<file path="src/rtl/perf_monitor_pkg.sv">
// perf_monitor_pkg: shared types and default constants for the performance monitor.
//   chan_state_t  - per-channel measurement state
//   DEF_*         - default parameter values used by perf_monitor
//   RES_W         - width of each per-channel residual (cycles-into-unit) field
package perf_monitor_pkg;

  typedef enum logic [1:0] {
    ST_IDLE,
    ST_RUN,
    ST_DONE,
    ST_TIMEOUT
  } chan_state_t;

  localparam int unsigned DEF_WATCH_W       = 16;
  localparam int unsigned DEF_NCH           = 4;
  localparam int unsigned DEF_PRESCALE      = 1000;
  localparam int unsigned DEF_CNT_W         = 32;
  localparam int unsigned DEF_TIMEOUT_UNITS = 150;
  localparam int unsigned RES_W             = 16;

endpackage

</file>
<file path="src/rtl/perf_channel.sv">
// perf_channel: one measurement channel of perf_monitor.
//   clock, resetb       - clock, asynchronous active-low reset
//   start_ev, stop_ev   - one-cycle pattern-entry events from the top
//   enable              - arm; low forces RUN back to IDLE (counters kept)
//   clear               - synchronous return to IDLE, counters and flags cleared
//   units, residual     - completed units and cycles into the current unit
//   busy, done, timeout - in RUN, one-cycle DONE-entry pulse, sticky timeout flag
module perf_channel
  import perf_monitor_pkg::*;
#(
  parameter int unsigned PRESCALE      = DEF_PRESCALE,
  parameter int unsigned CNT_W         = DEF_CNT_W,
  parameter int unsigned TIMEOUT_UNITS = DEF_TIMEOUT_UNITS
) (
  input  logic             clock,
  input  logic             resetb,
  input  logic             start_ev,
  input  logic             stop_ev,
  input  logic             enable,
  input  logic             clear,
  output logic [CNT_W-1:0] units,
  output logic [RES_W-1:0] residual,
  output logic             busy,
  output logic             done,
  output logic             timeout
);

  localparam logic [CNT_W:0] UNIT_LIMIT = (CNT_W + 1)'(TIMEOUT_UNITS);

  chan_state_t      state;
  logic             res_wrap;
  logic [RES_W-1:0] res_inc;
  logic [CNT_W-1:0] units_inc;
  logic             hit_limit;

  // Next counter values for one counted cycle; units saturates at all-ones.
  always_comb begin
    res_wrap  = (residual == RES_W'(PRESCALE - 1));
    res_inc   = res_wrap ? '0 : residual + RES_W'(1);
    units_inc = units;
    if (res_wrap && (units != '1)) begin
      units_inc = units + CNT_W'(1);
    end
    hit_limit = res_wrap && ({1'b0, units_inc} == UNIT_LIMIT);
  end

  always_ff @(posedge clock or negedge resetb) begin
    if (!resetb) begin
      state    <= ST_IDLE;
      units    <= '0;
      residual <= '0;
      busy     <= 1'b0;
      done     <= 1'b0;
      timeout  <= 1'b0;
    end else begin
      done <= 1'b0;
      if (clear) begin
        state    <= ST_IDLE;
        units    <= '0;
        residual <= '0;
        busy     <= 1'b0;
        timeout  <= 1'b0;
      end else if (!enable) begin
        if (state == ST_RUN) begin
          state <= ST_IDLE;
        end
        busy <= 1'b0;
      end else begin
        case (state)
          ST_RUN: begin
            if (stop_ev) begin
              // The stop edge still counts, so the frozen value equals the
              // number of cycles between the start and stop entries.
              state    <= ST_DONE;
              units    <= units_inc;
              residual <= res_inc;
              busy     <= 1'b0;
              done     <= 1'b1;
            end else if (start_ev) begin
              units    <= '0;
              residual <= '0;
            end else begin
              units    <= units_inc;
              residual <= res_inc;
              if (hit_limit) begin
                state   <= ST_TIMEOUT;
                busy    <= 1'b0;
                timeout <= 1'b1;
              end
            end
          end
          default: begin
            if (start_ev) begin
              state    <= ST_RUN;
              units    <= '0;
              residual <= '0;
              busy     <= 1'b1;
            end
          end
        endcase
      end
    end
  end

endmodule

</file>
<file path="src/rtl/perf_monitor.sv">
// perf_monitor: multi-channel interval timer triggered by patterns on a status bus.
//   clock, resetb       - clock, asynchronous active-low reset
//   watch               - observed status bus (double registered before use)
//   start_pat, stop_pat - per-channel patterns, channel n in slice n
//   enable, clear       - per-channel arm and synchronous clear
//   units, residual     - per-channel completed units / cycles into current unit
//   busy, done, timeout - per-channel RUN flag, DONE-entry pulse, sticky timeout
module perf_monitor
  import perf_monitor_pkg::*;
#(
  parameter int unsigned WATCH_W       = DEF_WATCH_W,
  parameter int unsigned NCH           = DEF_NCH,
  parameter int unsigned PRESCALE      = DEF_PRESCALE,
  parameter int unsigned CNT_W         = DEF_CNT_W,
  parameter int unsigned TIMEOUT_UNITS = DEF_TIMEOUT_UNITS
) (
  input  logic                   clock,
  input  logic                   resetb,
  input  logic [WATCH_W-1:0]     watch,
  input  logic [NCH*WATCH_W-1:0] start_pat,
  input  logic [NCH*WATCH_W-1:0] stop_pat,
  input  logic [NCH-1:0]         enable,
  input  logic [NCH-1:0]         clear,
  output logic [NCH*CNT_W-1:0]   units,
  output logic [NCH*RES_W-1:0]   residual,
  output logic [NCH-1:0]         busy,
  output logic [NCH-1:0]         done,
  output logic [NCH-1:0]         timeout
);

  logic [WATCH_W-1:0] watch_q;
  logic [WATCH_W-1:0] watch_qq;

  always_ff @(posedge clock or negedge resetb) begin
    if (!resetb) begin
      watch_q  <= '0;
      watch_qq <= '0;
    end else begin
      watch_q  <= watch;
      watch_qq <= watch_q;
    end
  end

  for (genvar n = 0; n < NCH; n++) begin : g_ch
    logic [WATCH_W-1:0] spat;
    logic [WATCH_W-1:0] epat;
    logic               start_ev;
    logic               stop_ev;

    assign spat = start_pat[n*WATCH_W +: WATCH_W];
    assign epat = stop_pat[n*WATCH_W +: WATCH_W];

    // Events fire on entry into a pattern, not while the bus holds it.
    assign start_ev = (watch_q == spat) && (watch_qq != spat);
    assign stop_ev  = (watch_q == epat) && (watch_qq != epat);

    perf_channel #(
      .PRESCALE      (PRESCALE),
      .CNT_W         (CNT_W),
      .TIMEOUT_UNITS (TIMEOUT_UNITS)
    ) u_chan (
      .clock    (clock),
      .resetb   (resetb),
      .start_ev (start_ev),
      .stop_ev  (stop_ev),
      .enable   (enable[n]),
      .clear    (clear[n]),
      .units    (units[n*CNT_W +: CNT_W]),
      .residual (residual[n*RES_W +: RES_W]),
      .busy     (busy[n]),
      .done     (done[n]),
      .timeout  (timeout[n])
    );
  end

endmodule

</file>
<file path="config.mk">
export PLATFORM = sky130hd
export DESIGN_NAME = perf_monitor
export DESIGN_NICKNAME = d
export VERILOG_FILES = /design/src/rtl/perf_monitor_pkg.sv /design/src/rtl/perf_channel.sv /design/src/rtl/perf_monitor.sv
export SDC_FILE = /design/constraint.sdc
export NUM_CORES = 1
export LEC_CHECK = 0
export CORE_MARGIN = 10
export CORE_UTILIZATION = 54
export CTS_CLUSTER_DIAMETER = 150
export DETAILED_ROUTE_END_ITERATION = 16
export PLACE_DENSITY_LB_ADDON = 0.12
export SLEW_MARGIN = 30
export SYNTH_ARGS = -nofsm -noshare
export SYNTH_HDL_FRONTEND = slang
export SYNTH_HIERARCHICAL = 1
export SYNTH_SLANG_ARGS = --single-unit
export TNS_END_PERCENT = 5
</file>
<file path="constraint.sdc">
create_clock -name clock -period 4.7 [get_ports clock]
set_input_delay 0.47 -clock clock [delete_from_list [all_inputs] [get_ports clock]]
set_output_delay 0.47 -clock clock [all_outputs]
set_load 0.02 [all_outputs]
</file>
==> flow_summary_export.csv <==
group,metric,value,unit
detailed_routing,wl_met3,8064,microns
detailed_routing,wl,74230,microns
timing,skew,0.01986,ns
logic_synthesis,synth.top_cells.by_area,"dfrtp_1 32%, xnor2_1 7.5%, xor2_1 6.9%, o21ai_0 6.3%, nand2_1 4.6%",
logic_synthesis,synth-seq-cells,244,
worst_setup_path,crit_family,"simple AND/OR/NAND/NOR gates",
worst_setup_path,crit_path_start_kind,"flip-flop",
timing,post-route-min-period,4.208,ns
pwr,peakVddDrop,239.4,uV
detailed_routing,viasPerCell,6.578,
cells_and_area,drive_above_1_share,7.442,%
logic_synthesis,synth_cell_types,89,
flow_run,drv_cap,0,
logic_synthesis,synth.net_count,2421,
grt,grt_overflow,0,
timing,hold_viol,0,
logic_synthesis,synth_ff_type,"dfrtp_1",
grt,grt_max_degree,102,
timing,worstMarginPinSlew,0.9479,ns
timing,fmax,0.2377,GHz
worst_setup_path,required,5.14,ns
worst_setup_path,end_kind,"flip-flop",
logic_synthesis,synth-async-reset-ratio,100.0,%
timing,setup_violations,0,
placement,place.gp.congestion,1.000,
clock_network,clkSlewWorstSetupHoldPaths,0.06,ns
clock_network,clock_latency,0.58,ns
placement,hpwlAfterDp,55210,microns
cells_and_area,final_nets,2695,
worst_setup_path,cp_cell_sequence,"ha_1 -> and4bb_2 -> nand4b_1 -> a21oi_1 -> nand2_1 -> xnor2_1 -> or4bb_1 -> nor4_2 -> o22ai_2 -> mux2_1",
worst_hold_path,worstHoldStart,"watch[8]",
pwr,power.density,219.2,mW/mm^2
worst_setup_path,cp-startpoint,"g_ch[3].u_chan/residual[0]$_DFFE_PN0P_",
floorplanning,io_pins,358,
logic_synthesis,ys_warn_count,6,
detailed_routing,drc,0,
worst_setup_path,crit_end,"g_ch[3].u_chan/state[1]$_DFFE_PN0P_",
clock_network,cts_sinks,244,
detailed_routing,dr.pass1.iters,7,
pwr,p_leak,0.008809,uW
logic_synthesis,synth_area,0.01902,sq mm
floorplanning,core,0.03463,sq mm
worst_setup_path,cp_slowest_stage_delay,0.64,ns
timing,grt_setup_unrepaired,"false",
cells_and_area,utilization,68.77,%
detailed_routing,postRouteAntennaNets,0,
worst_setup_path,worstPathArrival,4.65,ns
clock_network,numCtsBuffers,29,
worst_setup_path,critical_path.slowest_cell,"a21oi_1",
status,status,"complete, no violations",
worst_setup_path,crit_buf_inv,0,
floorplanning,start_util,54.93,%
timing,relSlewSlack,36.81,%
worst_hold_path,worstHoldPathType,"input port to flip-flop",
worst_setup_path,r2r_cells,10,
worst_setup_path,crit_type,"flip-flop to flip-flop",
detailed_routing,drtIter0Drc,2427,
floorplanning,dieHeight,207.7,microns
detailed_routing,dr.max_layer_used,"met5",
grt,antenna_found_initial,55,
clock_network,cts_max_path_buffers,3,
worst_setup_path,r2r-end,"g_ch[3].u_chan/state[1]$_DFFE_PN0P_",
clock_network,clock-root-buffer,"clkbuf_16",
detailed_routing,wl_met2,33200,microns
floorplanning,num_rows,68,
grt,grt_usage,32.46,%
logic_synthesis,yosys.area.top_type_share,32.10,%
cells_and_area,area_growth,25.19,%
worst_setup_path,crit_cells,10,
logic_synthesis,synth_edf_count,0,
worst_setup_path,critical_path.max_fanout,9,
timing,setup_tns,0,ns
grt,grt_pass1_wl,113600,microns
detailed_routing,num_vias,20077,
detailed_routing,avgRoutedWirePerCell,24.32,microns
floorplanning,dieWidth,207.7,microns
timing,finalCritPeriodShare,89.53,%
timing,drv_slew,0,
logic_synthesis,netlist_instances,2259,
worst_setup_path,rrSetupSlack,0.49,ns
grt,grt_pass1_vias,18501,
worst_setup_path,r2r-start,"g_ch[3].u_chan/residual[0]$_DFFE_PN0P_",
logic_synthesis,yosysSeqAreaShare,32.10,%
detailed_routing,wirelength_met1,29430,microns
clock_network,htreeDepth,1,
clock_network,cts_tree,"built",
logic_synthesis,syn_area_per_cell,8.420,sq um
floorplanning,die_area,0.04313,sq mm
logic_synthesis,yosys.area.top_type,"dfrtp_1",
placement,io_buffers,357,
[registers in the layout, summed over array words and instances, names as in the netlist]
| signal | count |
|---|---|
| g_ch.u_chan/state | 8 |
| g_ch.u_chan/units | 128 |
| watch_q | 16 |
| watch_qq | 16 |
| g_ch.u_chan/residual | 64 |
| g_ch.u_chan/done | 4 |
| g_ch.u_chan/timeout | 4 |
| g_ch.u_chan/busy | 4 |
[worst min path at each step]
| stage | end | slack [ns] | cells after the start |
|---|---|---|---|
| detailed placement | g_ch[2].u_chan/timeout$_DFFE_PN0P_ | 0.50 | 1 |
| CTS | watch_q[8]$_DFF_PN0_ | 0.32 | 1 |
| global route | watch_q[8]$_DFF_PN0_ | 0.33 | 1 |
| global placement | g_ch[3].u_chan/state[1]$_DFFE_PN0P_ | 0.49 | 1 |
| floorplan | g_ch[0].u_chan/busy$_DFFE_PN0P_ | 0.17 | 0 |
| finish | watch_q[8]$_DFF_PN0_ | 0.34 | 1 |
[cells in the final DEF (no fill, tap or decap), types with 41 or more instances in the layout]
cell             netlist  routed
o21ai_0              240     240
nand3_1               83      83
nand2_1              235     235
a21oi_1               96      96
nor2_1               133     133
clkdlybuf4s50_1        0     356
nor4_1                51      51
dfrtp_1              244     244
a31oi_1               41      41
o31ai_1               63      63
xnor2_1              162     162
nor3_1                46      46
xor2_1               150     150
nand4_1              113     113
diode_2                0      44
[metrics by stage]
step / setup WS, ns / std cells / cell area [sq um] / total power [uW] / hold WS, ns
after floorplan: 1.062 / 2259 / 19020 / 2505 / 0.1744
after global placement: 0.5107 / 2956 / 22690 / 2791 / 0.4924
after detailed placement: 0.4921 / 2956 / 22690 / 2803 / 0.5021
after CTS: 0.5680 / 3008 / 23700 / 5239 / 0.3230
after global routing: 0.1818 / 3044 / 23790 / 5386 / 0.3252
final: 0.4923 / 3052 / 23810 / 5219 / 0.3419
[final cells by class]
| cell class | count | area, sq um |
|---|---|---|
| fillers | 2855 | 10820 |
| repair buffers | 394 | 3871 |
| clock inverters | 19 | 260.3 |
| well taps | 455 | 569.3 |
| diodes | 44 | 110.1 |
| flip-flops and latches | 244 | 6106 |
| clock buffers | 32 | 747.0 |
| multi-input cells | 1837 | 12050 |
| inverters | 27 | 101.3 |
[synth_stat cells, drive strengths merged (4+ instances only)]
library cell    n
and4           26
or4b            4
nand3          90
or3            14
o21bai          5
xnor2         162
or4            30
o41ai          16
dfrtp         244
o31a            4
a31o            5
a21oi          97
o21ai         241
and2           18
a31oi          41
nand4         125
a21o            4
nor3b          11
mux2i          12
a22o           16
o22ai           6
buf            67
nand2b         22
inv            27
nor2b          22
o211ai         12
clkbuf         84
nor3           47
and4bb          5
nor2          133
and3           33
xor2          150
a311oi          5
o31ai          63
or2             5
ha              8
a2111oi         5
a211oi         13
o2111ai         5
nor4           93
nand2         235
a41oi           7
[routing by layer]
| metal | vias to the layer above | track usage (%) |
|---|---|---|
| met2 | 1164 | 48.76 |
| li1 | 8986 | - |
| met3 | 210 | 8.815 |
| met5 | - | 0 |
| met4 | 28 | 15.47 |
| met1 | 9689 | 42.47 |
[repair_timing]
item	in CTS	in global routing
setup buffers	0	0
hold buffers	1	0
resized for setup	0	0
endpoints found under the hold margin	37	0
endpoints found under the setup margin	0	0
[kinds of logic (layout without fill, tap and decap cells)]
group	Yosys count	in the layout	synth area share [%]
other	0	44	0
AND/OR/NAND/NOR	930	930	28.78
adder cells (fa/ha/maj)	8	8	0.5263
buffers and inverters	178	472	4.559
XOR/XNOR	312	312	14.37
AO/OA/AOI/OAI	572	572	18.86
flip-flops	244	244	32.10
multiplexers	15	15	0.8091
[power breakdown]
group | total (uW) | switching, uW | internal, uW
Clock | 2440 | 969 | 1470
Combinational | 590 | 314 | 276
Sequential | 2190 | 73.0 | 2120
Total | 5220 | 1360 | 3860
No activity file was read; power rests on OpenSTA's default activity.
